### src/rtl/seq_det_pkg.sv
// Shared types and defaults for the parametrised serial pattern detector.
package seq_det_pkg;

    typedef enum logic {
        FILL  = 1'b0,
        ARMED = 1'b1
    } state_t;

    localparam int unsigned DEF_PATTERN_W   = 3;
    localparam logic [2:0]  DEF_PATTERN_RST = 3'b010;
    localparam int unsigned DEF_CNT_W       = 10;

    // Width of a counter able to hold 0..pattern_w valid bits.
    function automatic int unsigned fill_w(input int unsigned pattern_w);
        return $clog2(pattern_w + 1);
    endfunction

endpackage

### src/rtl/sat_counter.sv
// Saturating match counter with a sticky saturation flag; clear has priority.
module sat_counter #(
    parameter int unsigned CNT_W = 10
) (
    input  logic             clk,
    input  logic             rst,
    input  logic             inc,
    input  logic             clr,
    output logic [CNT_W-1:0] count,
    output logic             sat
);

    logic [CNT_W-1:0] count_q, count_d;
    logic             sat_q, sat_d;

    // Next count: clear first, otherwise increment until all-ones.
    always_comb begin
        count_d = count_q;
        sat_d   = sat_q;
        if (clr) begin
            count_d = '0;
            sat_d   = 1'b0;
        end else begin
            if (inc && !(&count_q)) begin
                count_d = count_q + CNT_W'(1);
            end
            sat_d = sat_q | (&count_d);
        end
    end

    // Counter state, synchronous active-low reset.
    always_ff @(posedge clk) begin
        if (!rst) begin
            count_q <= '0;
            sat_q   <= 1'b0;
        end else begin
            count_q <= count_d;
            sat_q   <= sat_d;
        end
    end

    assign count = count_q;
    assign sat   = sat_q;

endmodule

### src/rtl/seq_detector_param.sv
// Parametrised serial bit-pattern detector with runtime pattern load,
// selectable overlap and a saturating match counter.
// Optional feature macro: SEQDET_MASK_EN adds a don't-care mask (mask_in).
module seq_detector_param
    import seq_det_pkg::*;
#(
    parameter int unsigned          PATTERN_W   = DEF_PATTERN_W,
    parameter logic [PATTERN_W-1:0] PATTERN_RST = PATTERN_W'(DEF_PATTERN_RST),
    parameter int unsigned          CNT_W       = DEF_CNT_W
) (
    input  logic                 clk,
    input  logic                 rst,
    input  logic                 en,
    input  logic                 xin,
    input  logic                 pattern_ld,
    input  logic [PATTERN_W-1:0] pattern_in,
    input  logic                 overlap,
    input  logic                 clr_count,
`ifdef SEQDET_MASK_EN
    input  logic [PATTERN_W-1:0] mask_in,
`endif
    output logic                 y,
    output logic [CNT_W-1:0]     count,
    output logic                 count_sat
);

    localparam int unsigned          FILL_W    = fill_w(PATTERN_W);
    localparam logic [FILL_W-1:0]    FILL_LAST = FILL_W'(PATTERN_W - 1);
    localparam logic [FILL_W-1:0]    FILL_FULL = FILL_W'(PATTERN_W);

    // Only the previous PATTERN_W-1 bits are stored; the live window is {hist, xin}.
    logic [PATTERN_W-2:0] hist_q, hist_d;
    logic [PATTERN_W-1:0] pattern_q, pattern_d;
    logic [FILL_W-1:0]    fill_q, fill_d;
    state_t               state_q, state_d;
    logic                 y_q, y_d;
    logic [PATTERN_W-1:0] win_new;
    logic                 hit;
    logic                 match;

`ifdef SEQDET_MASK_EN
    logic [PATTERN_W-1:0] mask_q, mask_d;

    // Masked compare: mask bit 0 marks a don't-care position.
    always_comb begin
        win_new = {hist_q, xin};
        hit     = (((win_new ^ pattern_q) & mask_q) == '0);
    end
`else
    // Exact compare of the window including the current bit.
    always_comb begin
        win_new = {hist_q, xin};
        hit     = (win_new == pattern_q);
    end
`endif

    // Next-state logic: load beats shift, en=0 freezes everything.
    always_comb begin
        state_d   = state_q;
        hist_d    = hist_q;
        fill_d    = fill_q;
        pattern_d = pattern_q;
        y_d       = 1'b0;
        match     = 1'b0;
`ifdef SEQDET_MASK_EN
        mask_d    = mask_q;
`endif
        if (pattern_ld) begin
            pattern_d = pattern_in;
            hist_d    = '0;
            fill_d    = '0;
            state_d   = FILL;
`ifdef SEQDET_MASK_EN
            mask_d    = mask_in;
`endif
        end else if (en) begin
            hist_d = win_new[PATTERN_W-2:0];
            case (state_q)
                FILL: begin
                    if (fill_q == FILL_LAST) begin
                        state_d = ARMED;
                        fill_d  = FILL_FULL;
                        match   = hit;
                    end else begin
                        fill_d = fill_q + FILL_W'(1);
                    end
                end
                ARMED: begin
                    match = hit;
                end
                default: begin
                    state_d = FILL;
                    fill_d  = '0;
                end
            endcase
            if (match) begin
                y_d = 1'b1;
                // Non-overlapping mode demands PATTERN_W fresh bits for the next match.
                if (!overlap) begin
                    state_d = FILL;
                    fill_d  = '0;
                end
            end
        end
    end

    // Detector state registers, synchronous active-low reset.
    always_ff @(posedge clk) begin
        if (!rst) begin
            state_q   <= FILL;
            hist_q    <= '0;
            fill_q    <= '0;
            pattern_q <= PATTERN_RST;
            y_q       <= 1'b0;
`ifdef SEQDET_MASK_EN
            mask_q    <= '1;
`endif
        end else begin
            state_q   <= state_d;
            hist_q    <= hist_d;
            fill_q    <= fill_d;
            pattern_q <= pattern_d;
            y_q       <= y_d;
`ifdef SEQDET_MASK_EN
            mask_q    <= mask_d;
`endif
        end
    end

    sat_counter #(
        .CNT_W (CNT_W)
    ) u_sat_counter (
        .clk   (clk),
        .rst   (rst),
        .inc   (match),
        .clr   (clr_count),
        .count (count),
        .sat   (count_sat)
    );

    assign y = y_q;

endmodule

### config.mk
export PLATFORM = sky130hd
export DESIGN_NAME = seq_detector_param
export DESIGN_NICKNAME = d
export VERILOG_FILES = /design/src/rtl/seq_det_pkg.sv /design/src/rtl/sat_counter.sv /design/src/rtl/seq_detector_param.sv
export SDC_FILE = /design/constraint.sdc
export NUM_CORES = 1
export LEC_CHECK = 0
export CELL_PAD_IN_SITES_DETAIL_PLACEMENT = 0
export CELL_PAD_IN_SITES_GLOBAL_PLACEMENT = 1
export CORE_MARGIN = 1
export CORE_UTILIZATION = 37
export DETAILED_ROUTE_END_ITERATION = 6
export GPL_ROUTABILITY_DRIVEN = 0
export PLACE_DENSITY = 0.85
export SYNTH_ARGS = -nofsm -noshare
export SYNTH_HDL_FRONTEND = slang
export SYNTH_HIERARCHICAL = 1
export SYNTH_SLANG_ARGS = --single-unit
### constraint.sdc
create_clock -name clk -period 2.7 [get_ports clk]
set_input_delay 0.54 -clock clk [delete_from_list [all_inputs] [get_ports clk]]
set_output_delay 0.54 -clock clk [all_outputs]
set_load 0.01 [all_outputs]
After elaboration in Yosys (flattened, before gate mapping)
Index checks and enable logic that the tools add are counted.

Bits in registers: 20. Word-level logic and storage cells: 39. Input bits: 10.

Muxes and demuxes: 17. Eq/ne operators: 2. Add/sub/neg operators: 2. Reductions and logical operators: 7. Bitwise gates (word level): 4.

Operator list (number): 2-to-1 mux 10 bit (2); AND reduction 10 bit (2); adder 10 x 1 -> 10 bit (second input constant) (1); 2-to-1 mux 1 bit (10); 2-to-1 mux 2 bit (4); OR reduction 2 bit (2); equality test 3 bit (1); inverter 1 bit (3); OR reduction 3 bit (1); adder 2 x 1 -> 2 bit (second input constant) (1); equality test 2 bit (second input constant) (1); one-hot mux 1 bit (2 select lines) (1); logical AND 1 bit (1); logical NOT 1 bit (1); bitwise OR 1 bit (1).

Logic depth before layout (Yosys ltp)
Depth after elaboration: 12. Mapped depth: 11. Depth with buffers taken out: 10.

Modules after synthesis
Netlist, hierarchy kept.

By module, submodules not included: sat_counter (instances 1, area an instance 634.4 um2, cells each 72); seq_detector_param (instances 1, area an instance 416.6 um2, cells each 41).

Worst setup path after synthesis
No wires, ideal clock.

Kind: input to register. Start: input en. End: register u_sat_counter.sat_q, in the netlist u_sat_counter/sat. Slack: 0.256 ns. Cell stages on the path: 10. Data required time: 2.640 ns. Library setup time: 0.060 ns. Buffers on the path: 2. Arrival: 2.384 ns. Path through: buf_4 -> o21ai_2 -> nor4_2 -> nor2b_1 -> buf_2 -> and4_1 -> and2_1 -> o211ai_1 -> a2111oi_2 -> a32o_1.

Cells in the longest elaborated chain, start to end: 7.

RTL lines: from (decl) (line seq_detector_param.sv:13) `input logic en,`; 2-to-1 mux 1 bit (line seq_detector_param.sv:76) `end else if (en) begin`; 2-to-1 mux 1 bit (line seq_detector_param.sv:68) `if (pattern_ld) begin`; named net match (line seq_detector_param.sv:39) `logic match;`; logical AND 1 bit (line sat_counter.sv:24) `if (inc && !(&count_q)) begin`; 2-to-1 mux 10 bit (line sat_counter.sv:24); 2-to-1 mux 10 bit (line sat_counter.sv:20) `if (clr) begin`; AND reduction 10 bit (line sat_counter.sv:27) `sat_d = sat_q | (&count_d);`; bitwise OR 1 bit (line sat_counter.sv:27); to (signal assigned) (line sat_counter.sv:38) `sat_q <= sat_d;`; to (decl) (line sat_counter.sv:14) `logic sat_q, sat_d;`.

The timed path passes the listed nets, and every way through them passes these cells. The select of a mux whose other input is x is not followed. A chain may end at the register's enable or synchronous reset.

Worst setup path after layout
Start: input xin. End: register u_sat_counter.sat_q, in the netlist u_sat_counter/sat.

Cells in the longest elaborated chain, start to end: 12.

RTL lines: from (decl) (line seq_detector_param.sv:14) `input logic xin,`; equality test 3 bit (*) (line seq_detector_param.sv:53) `hit = (win_new == pattern_q);`; 2-to-1 mux 1 bit (line seq_detector_param.sv:80) `if (fill_q == FILL_LAST) begin`; one-hot mux 1 bit (2 select lines) (*) (line seq_detector_param.sv:78) `case (state_q)`; 2-to-1 mux 1 bit (*) (line seq_detector_param.sv:76); 2-to-1 mux 1 bit (*) (line seq_detector_param.sv:68); 2-to-1 mux 1 bit (*) (line seq_detector_param.sv:76); 2-to-1 mux 1 bit (*) (line seq_detector_param.sv:68); named net match (line seq_detector_param.sv:39); logical AND 1 bit (*) (line sat_counter.sv:24); 2-to-1 mux 10 bit (*) (line sat_counter.sv:24); 2-to-1 mux 10 bit (*) (line sat_counter.sv:20); AND reduction 10 bit (*) (line sat_counter.sv:27); bitwise OR 1 bit (*) (line sat_counter.sv:27).

Mark *: on every way through the listed nets, which the timed path passes. The rest lies on a longest branch. The select of a mux whose other input is x is not followed.

==> results <==
==> flip-flops by register name, summed over array words and instances, names as in the netlist <==
register             cells
u_sat_counter/sat        1
fill_q                   2
state_q                  1
hist_q                   2
u_sat_counter/count     10
y                        1
pattern_q                3
==> power by group <==
group	switching, mW	total, mW	internal (mW)
Sequential	0.00335	0.303	0.300
Combinational	0.0183	0.0430	0.0246
Clock	0.0838	0.136	0.0518
Total	0.105	0.482	0.376
==> final timing paths <==
| check | end | slack (ns) |
|---|---|---|
| setup / recovery | u_sat_counter/sat | 0.15 |
| hold / removal | u_sat_counter/sat | 0.49 |
| setup reg to reg | u_sat_counter/sat | 0.39 |
| hold reg to reg | u_sat_counter/sat | 0.49 |
==> routing by layer <==
layer | part of all wire | global-route usage | vias up
li1 | - | - | 478
met1 | 0.51 | 0.219 | 457
met2 | 0.45 | 0.234 | 23
met3 | 0.031 | 0.0211 | 2
met4 | 0.0067 | 0.0571 | 0
met5 | 0 | 0 | -
==> kinds of logic (layout without fill, tap and decap cells) <==
| kind of cell | count (synthesis) | count (layout) |
|---|---|---|
| buffers and inverters | 9 | 37 |
| xor gates and xnor gates | 6 | 6 |
| adders and majority gates | 2 | 2 |
| and+or+nand+nor | 43 | 43 |
| AOI/OAI and AO/OA | 26 | 26 |
| DFF | 20 | 20 |
| muxes | 7 | 7 |
==> cells in the final DEF (no fill, tap or decap), types with 2 or more instances in the layout <==
| cell type | n |
|---|---|
| sky130_fd_sc_hd__o211ai_1 | 4 |
| sky130_fd_sc_hd__and4_1 | 2 |
| sky130_fd_sc_hd__clkdlybuf4s50_1 | 21 |
| sky130_fd_sc_hd__nand3_1 | 5 |
| sky130_fd_sc_hd__xor2_1 | 4 |
| sky130_fd_sc_hd__a211oi_1 | 3 |
| sky130_fd_sc_hd__a21oi_1 | 3 |
| sky130_fd_sc_hd__nor2b_1 | 5 |
| sky130_fd_sc_hd__nor2_1 | 8 |
| sky130_fd_sc_hd__o21ai_0 | 5 |
| sky130_fd_sc_hd__dfxtp_1 | 20 |
| sky130_fd_sc_hd__nand2_1 | 7 |
| sky130_fd_sc_hd__nand2b_1 | 3 |
| sky130_fd_sc_hd__and2_1 | 2 |
| sky130_fd_sc_hd__inv_1 | 5 |
| sky130_fd_sc_hd__ha_1 | 2 |
| sky130_fd_sc_hd__mux2i_1 | 7 |
| sky130_fd_sc_hd__clkbuf_4 | 3 |
| sky130_fd_sc_hd__buf_4 | 8 |
| sky130_fd_sc_hd__xnor2_1 | 2 |
==> critical path, stage by stage <==
cell and delay (ns):
sky130_fd_sc_hd__clkdlybuf4s50_1 0.44, sky130_fd_sc_hd__xor2_1 0.18, sky130_fd_sc_hd__nor4_2 0.29, sky130_fd_sc_hd__nor2b_1 0.17, sky130_fd_sc_hd__buf_4 0.14, sky130_fd_sc_hd__nand2_1 0.07
sky130_fd_sc_hd__xnor2_1 0.14, sky130_fd_sc_hd__nand4b_1 0.24, sky130_fd_sc_hd__a2111oi_4 0.38, sky130_fd_sc_hd__a32o_1 0.20
==> final cells by class <==
| type | instances | area share |
|---|---|---|
| clock buffers | 3 | 0.0164 |
| well taps | 30 | 0.0274 |
| multi-input cells | 84 | 0.453 |
| flip-flops and latches | 20 | 0.292 |
| inverters | 5 | 0.0137 |
| repair buffers | 29 | 0.197 |
==> stage by stage <==
| stage | hold WS (ns) | util |
|---|---|---|
| 4_1_cts | 0.497 | 0.524 |
| 5_1_grt | 0.525 | 0.529 |
| 2_1_floorplan | 0.460 | - |
| 3_3_place_gp | 0.464 | 0.515 |
| 6_report | 0.490 | 0.529 |
| 3_5_place_dp | 0.470 | 0.515 |
==> repair_timing <==
action                     in CTS  in global routing
hold buffers                    0                  0
setup endpoints to repair       0                  1
setup buffers                   0                  0
hold endpoints to repair        0                  0
resized for setup               0                  2
==> out/results.tsv <==
stage	metric	value	unit
run_status	result of the run	completed	
cts	insertion delay to the later sink of the worst-skew pair	0.29	ns
placement	count of buffers from port buffering	21	
timing	min Tclk post-route	2.55	ns
logic_synthesis	number of nets in the synthesized netlist	125	
global_route	Total GRT Usage	0.153	
floorplanning	# IOs	22	
logic_synthesis	Primary FF master, synth	sky130_fd_sc_hd__dfxtp_1	
logic_synthesis	Post-synth top cells	sky130_fd_sc_hd__dfxtp_1, sky130_fd_sc_hd__nor2_1, sky130_fd_sc_hd__mux2i_1, sky130_fd_sc_hd__nand2_1	
logic_synthesis	combinational family with the most area after synthesis	simple AND/OR/NAND/NOR gates	
cells_and_area	final layout net count	155	
cts	CTS sink cnt	20	
global_route	antenna violations before repair	0	
cts	CTS buffer count	3	
timing	final cycle utilization of the critical path	0.946	
cts	library cell used as clock root buffer	sky130_fd_sc_hd__clkbuf_4	
logic_synthesis	cell types occupying the most area after synthesis	sky130_fd_sc_hd__dfxtp_1, sky130_fd_sc_hd__mux2i_1, sky130_fd_sc_hd__xor2_1	
power	Worst VDD drop	0.000221	V
logic_synthesis	Yosys top cell area share	0.381	
flow_run	max-capacitance violation count	0	
cells_and_area	post-route non-filler standard cell count	171	
setup_path	Reg-to-Reg Start	fill_q[0]	
detailed_routing	per-cell via count in the routed design	5.61	
min_path	Min-Delay Path Class	flip-flop to flip-flop	
global_route	vias in the first global route	857	
logic_synthesis	share of synthesized area occupied by flip-flops and latches	0.381	
setup_path	kind of critical path	input pin to flip-flop	
cells_and_area	antenna diode count	0	
logic_synthesis	Synth Area in Compound Gates	0.185	
detailed_routing	iteration count of the initial detailed-routing pass	4	
power	leakage power	0.521	nW
logic_synthesis	instance count of the mapped netlist	113	
power	pwr dens	352	mW/mm^2
setup_path	kind of start point of the critical path	input pin	
setup_path	count of cells along the worst register-to-register path	11	
floorplanning	die height	55.3	um
floorplanning	starting density of the core	0.406	
detailed_routing	post-route antenna net violation count	0	
logic_synthesis	post-synthesis share of cell area spent on full adders, half adders and majority gates	0.0238	
setup_path	data arrival at the endpoint of the critical path	2.80	ns
logic_synthesis	dominant cell type by area after synthesis	sky130_fd_sc_hd__dfxtp_1	
logic_synthesis	proportion of synthesized area in mux cells	0.0667	
global_route	wire length of the first global-routing pass	3860	um
setup_path	startpoint of the worst setup timing path	xin	
floorplanning	chip width	55.3	um
timing	maximum clock frequency	391	MHz
min_path	hold path depth	1	
cells_and_area	filler cell count in the final layout	248	
timing	smallest setup slack after layout	0.145	ns
timing	Max Transition Viols Final	0	
setup_path	endpoint kind of the worst setup timing path	flip-flop	
logic_synthesis	Post-synth EDFFs	0	
logic_synthesis	count of warnings emitted by yosys	6	
setup_path	worst path required time	2.94	ns
cts	clk buf depth	2	
logic_synthesis	Mean Syn Cell Area	9.30	um^2
logic_synthesis	Syn Std Cell Area	0.00105	mm^2
logic_synthesis	number of unique standard cell types used by synthesis	42	
power	post-layout power	0.482	mW
cells_and_area	register cell area after layout	400	um^2
floorplanning	row count	18	
logic_synthesis	basic-gate share of the synthesized area counting and, or, nand and nor cells	0.254	
cells_and_area	multi-input gate area in the final layout	621	um^2
cells_and_area	layout overhead on the synthesized area	30.4	%
placement	placed instance area	0.00134	mm^2
logic_synthesis	Synth Register Bits	20	
logic_synthesis	Post-Synth XOR/XNOR Area	0.0500	
global_route	maximum number of pins on one net before global-route repair	11	
global_route	Congestion Overflow GR	0	
cts	CTS H-tree lvls	1	
detailed_routing	Initial DRC Count	25	
cells_and_area	ratio of cells with drive above 1 in the final layout	0.121	
placement	HPWL after detailed placement	1700	um
cts	CTS tree	built	
setup_path	worst-path fanout max	7	
logic_synthesis	proportion of synthesized flip-flops having asynchronous set or reset	0	
floorplanning	area of the die	0.00306	mm^2
logic_synthesis	most common cell in the synthesized netlist	sky130_fd_sc_hd__dfxtp_1	
detailed_routing	vias after detailed routing	960	
detailed_routing	per-cell routed wire length	13.1	um
min_path	Min-Delay Startpoint	u_sat_counter/sat	
timing	final hold vios	0	
timing	Final Skew	0.00339	ns
timing	setup repair after global routing missed its margin	no	
cells_and_area	Design Area, Final	0.00137	mm^2
placement	pre-CTS worst setup slack	-0.186	ns
timing	normalized max-slew margin	0.548	
timing	final total negative setup slack	0	ns
detailed_routing	# DRC	0	
placement	number of cells in the design after placement	168	
detailed_routing	Routed Wire Length	2230	um
timing	# setup viols final	0	
cts	clock transition at the register clock pins on the worst setup and hold paths after CTS	0.11	ns
floorplanning	core footprint	0.00259	mm^2
timing	slew at the pin closest to its max-slew limit	0.672	ns
Note: power is estimated with default switching activity, not from simulation.
==> patch, RTL diff (same settings) <==
Build with the macro `SEQDET_MASK_EN` defined.
--- a/src/rtl/seq_detector_param.sv
+++ b/src/rtl/seq_detector_param.sv
@@ -1,6 +1,8 @@
 // Parametrised serial bit-pattern detector with runtime pattern load,
 // selectable overlap and a saturating match counter.
 // Optional feature macro: SEQDET_MASK_EN adds a don't-care mask (mask_in).
+`define SEQDET_MASK_EN
+
 module seq_detector_param
     import seq_det_pkg::*;
 #(
Interface: changed (added mask_in); port bits go from 22 to 25. The function was not compared with the original's and may differ.
==> patch against the original RTL <==
Area after synthesis up 12%; sequential cell count up 3; fmax up 3.9%; clock skew up 0.0073 ns; die area up 12%; power up 20%; final area up 14%; count of clock-buffer cells in the layout unchanged; routed wire length up 9.3%; largest cell class unchanged; setup slack better by 0.097 ns.
==> patch: results (changes against the original RTL) <==
run_status:
  status: "finished, final reports clean"
global_route:
  grt_use_met2: 0.246  # +0.0122
  grt_pass1_wl_mm: 4.11  # +6.2%
  grt_pass1_vias: 919  # +7.2%
  use_met3: 0.0198  # -0.00130
  grt_usage: 0.157  # +0.00403
  use_met1: 0.210  # -0.00917
logic_synthesis:
  synth.area.mux_share: 0.0849  # +0.0183
  syn_nets: 139  # +11%
  yosys-top-cells-count: "23 x dfxtp_1, 11 x nand2_1, 11 x nor2_1"
  synth_area_leaders: "dfxtp_1 39%, mux2i_1 8.5%, nand2_1 3.5%"
  synthAdderAreaFrac: 0.0212  # -0.00258
  synthXorXnorAreaFrac: 0.0446  # -0.00541
  ys_seq_area_frac: 0.391  # +0.00971
place:
  post-dp-hpwl_mm: 1.93  # +14%
  place_ws_ns: -0.0916  # +0.0946 ns
  port-buffer-count: 24  # +14%
layout:
  n_fill_cell: 299  # +21%
  fin_nets: 176  # +14%
  final_cells: 204  # +19%
pwr:
  power_density_nw_per_um2: 368  # +4.7%
  ir_drop_uv: 182  # -18%
routing:
  wl_met3_um: 61  # -13%
  vias: 1027  # +7.0%
  wl_met1_mm: 1.19  # +5.1%
sta:
  min_period_ns: 2.46  # -0.0965 ns
  maxSlewHeadroom: 0.549  # about the same
  finalClockSkew_ns: 0.0107  # +0.00727 ns
setup_path:
  r2r_setup_slack_ns: 0.48  # +0.09 ns
  ff2ff_path_depth: 12  # +1
-- patch: area by class of cell --
class,instances,share of cell area
Multi-Input combinational cell,94,0.436
Sequential cell,23,0.294
Timing Repair Buffer,35,0.206
Tap cell,44,0.0351
Clock buffer,3,0.0144
Inverter,4,0.00958
Clock inverter,1,0.00479
-- patch: worst min-delay path by stage --
stage,to,slack (ns),cells past startpoint
floorplan,mask_q[0]$_SDFFE_PN1P_,0.46,2
global placement,u_sat_counter/sat$_SDFF_PP0_,0.47,1
detailed placement,u_sat_counter/sat$_SDFF_PP0_,0.48,1
CTS,u_sat_counter/sat$_SDFF_PP0_,0.51,1
global route,u_sat_counter/sat$_SDFF_PP0_,0.55,1
finish,u_sat_counter/sat$_SDFF_PP0_,0.50,1
-- patch: critical path, cell delays in order --
cell and delay, ns:
clkdlybuf4s50_1 0.44, xor2_1 0.18, a22oi_2 0.22, nand2_1 0.11, nor2_1 0.10, buf_4 0.15, and4_1 0.20, and2_1 0.14
o211ai_1 0.10, a2111oi_2 0.35, a32o_1 0.20
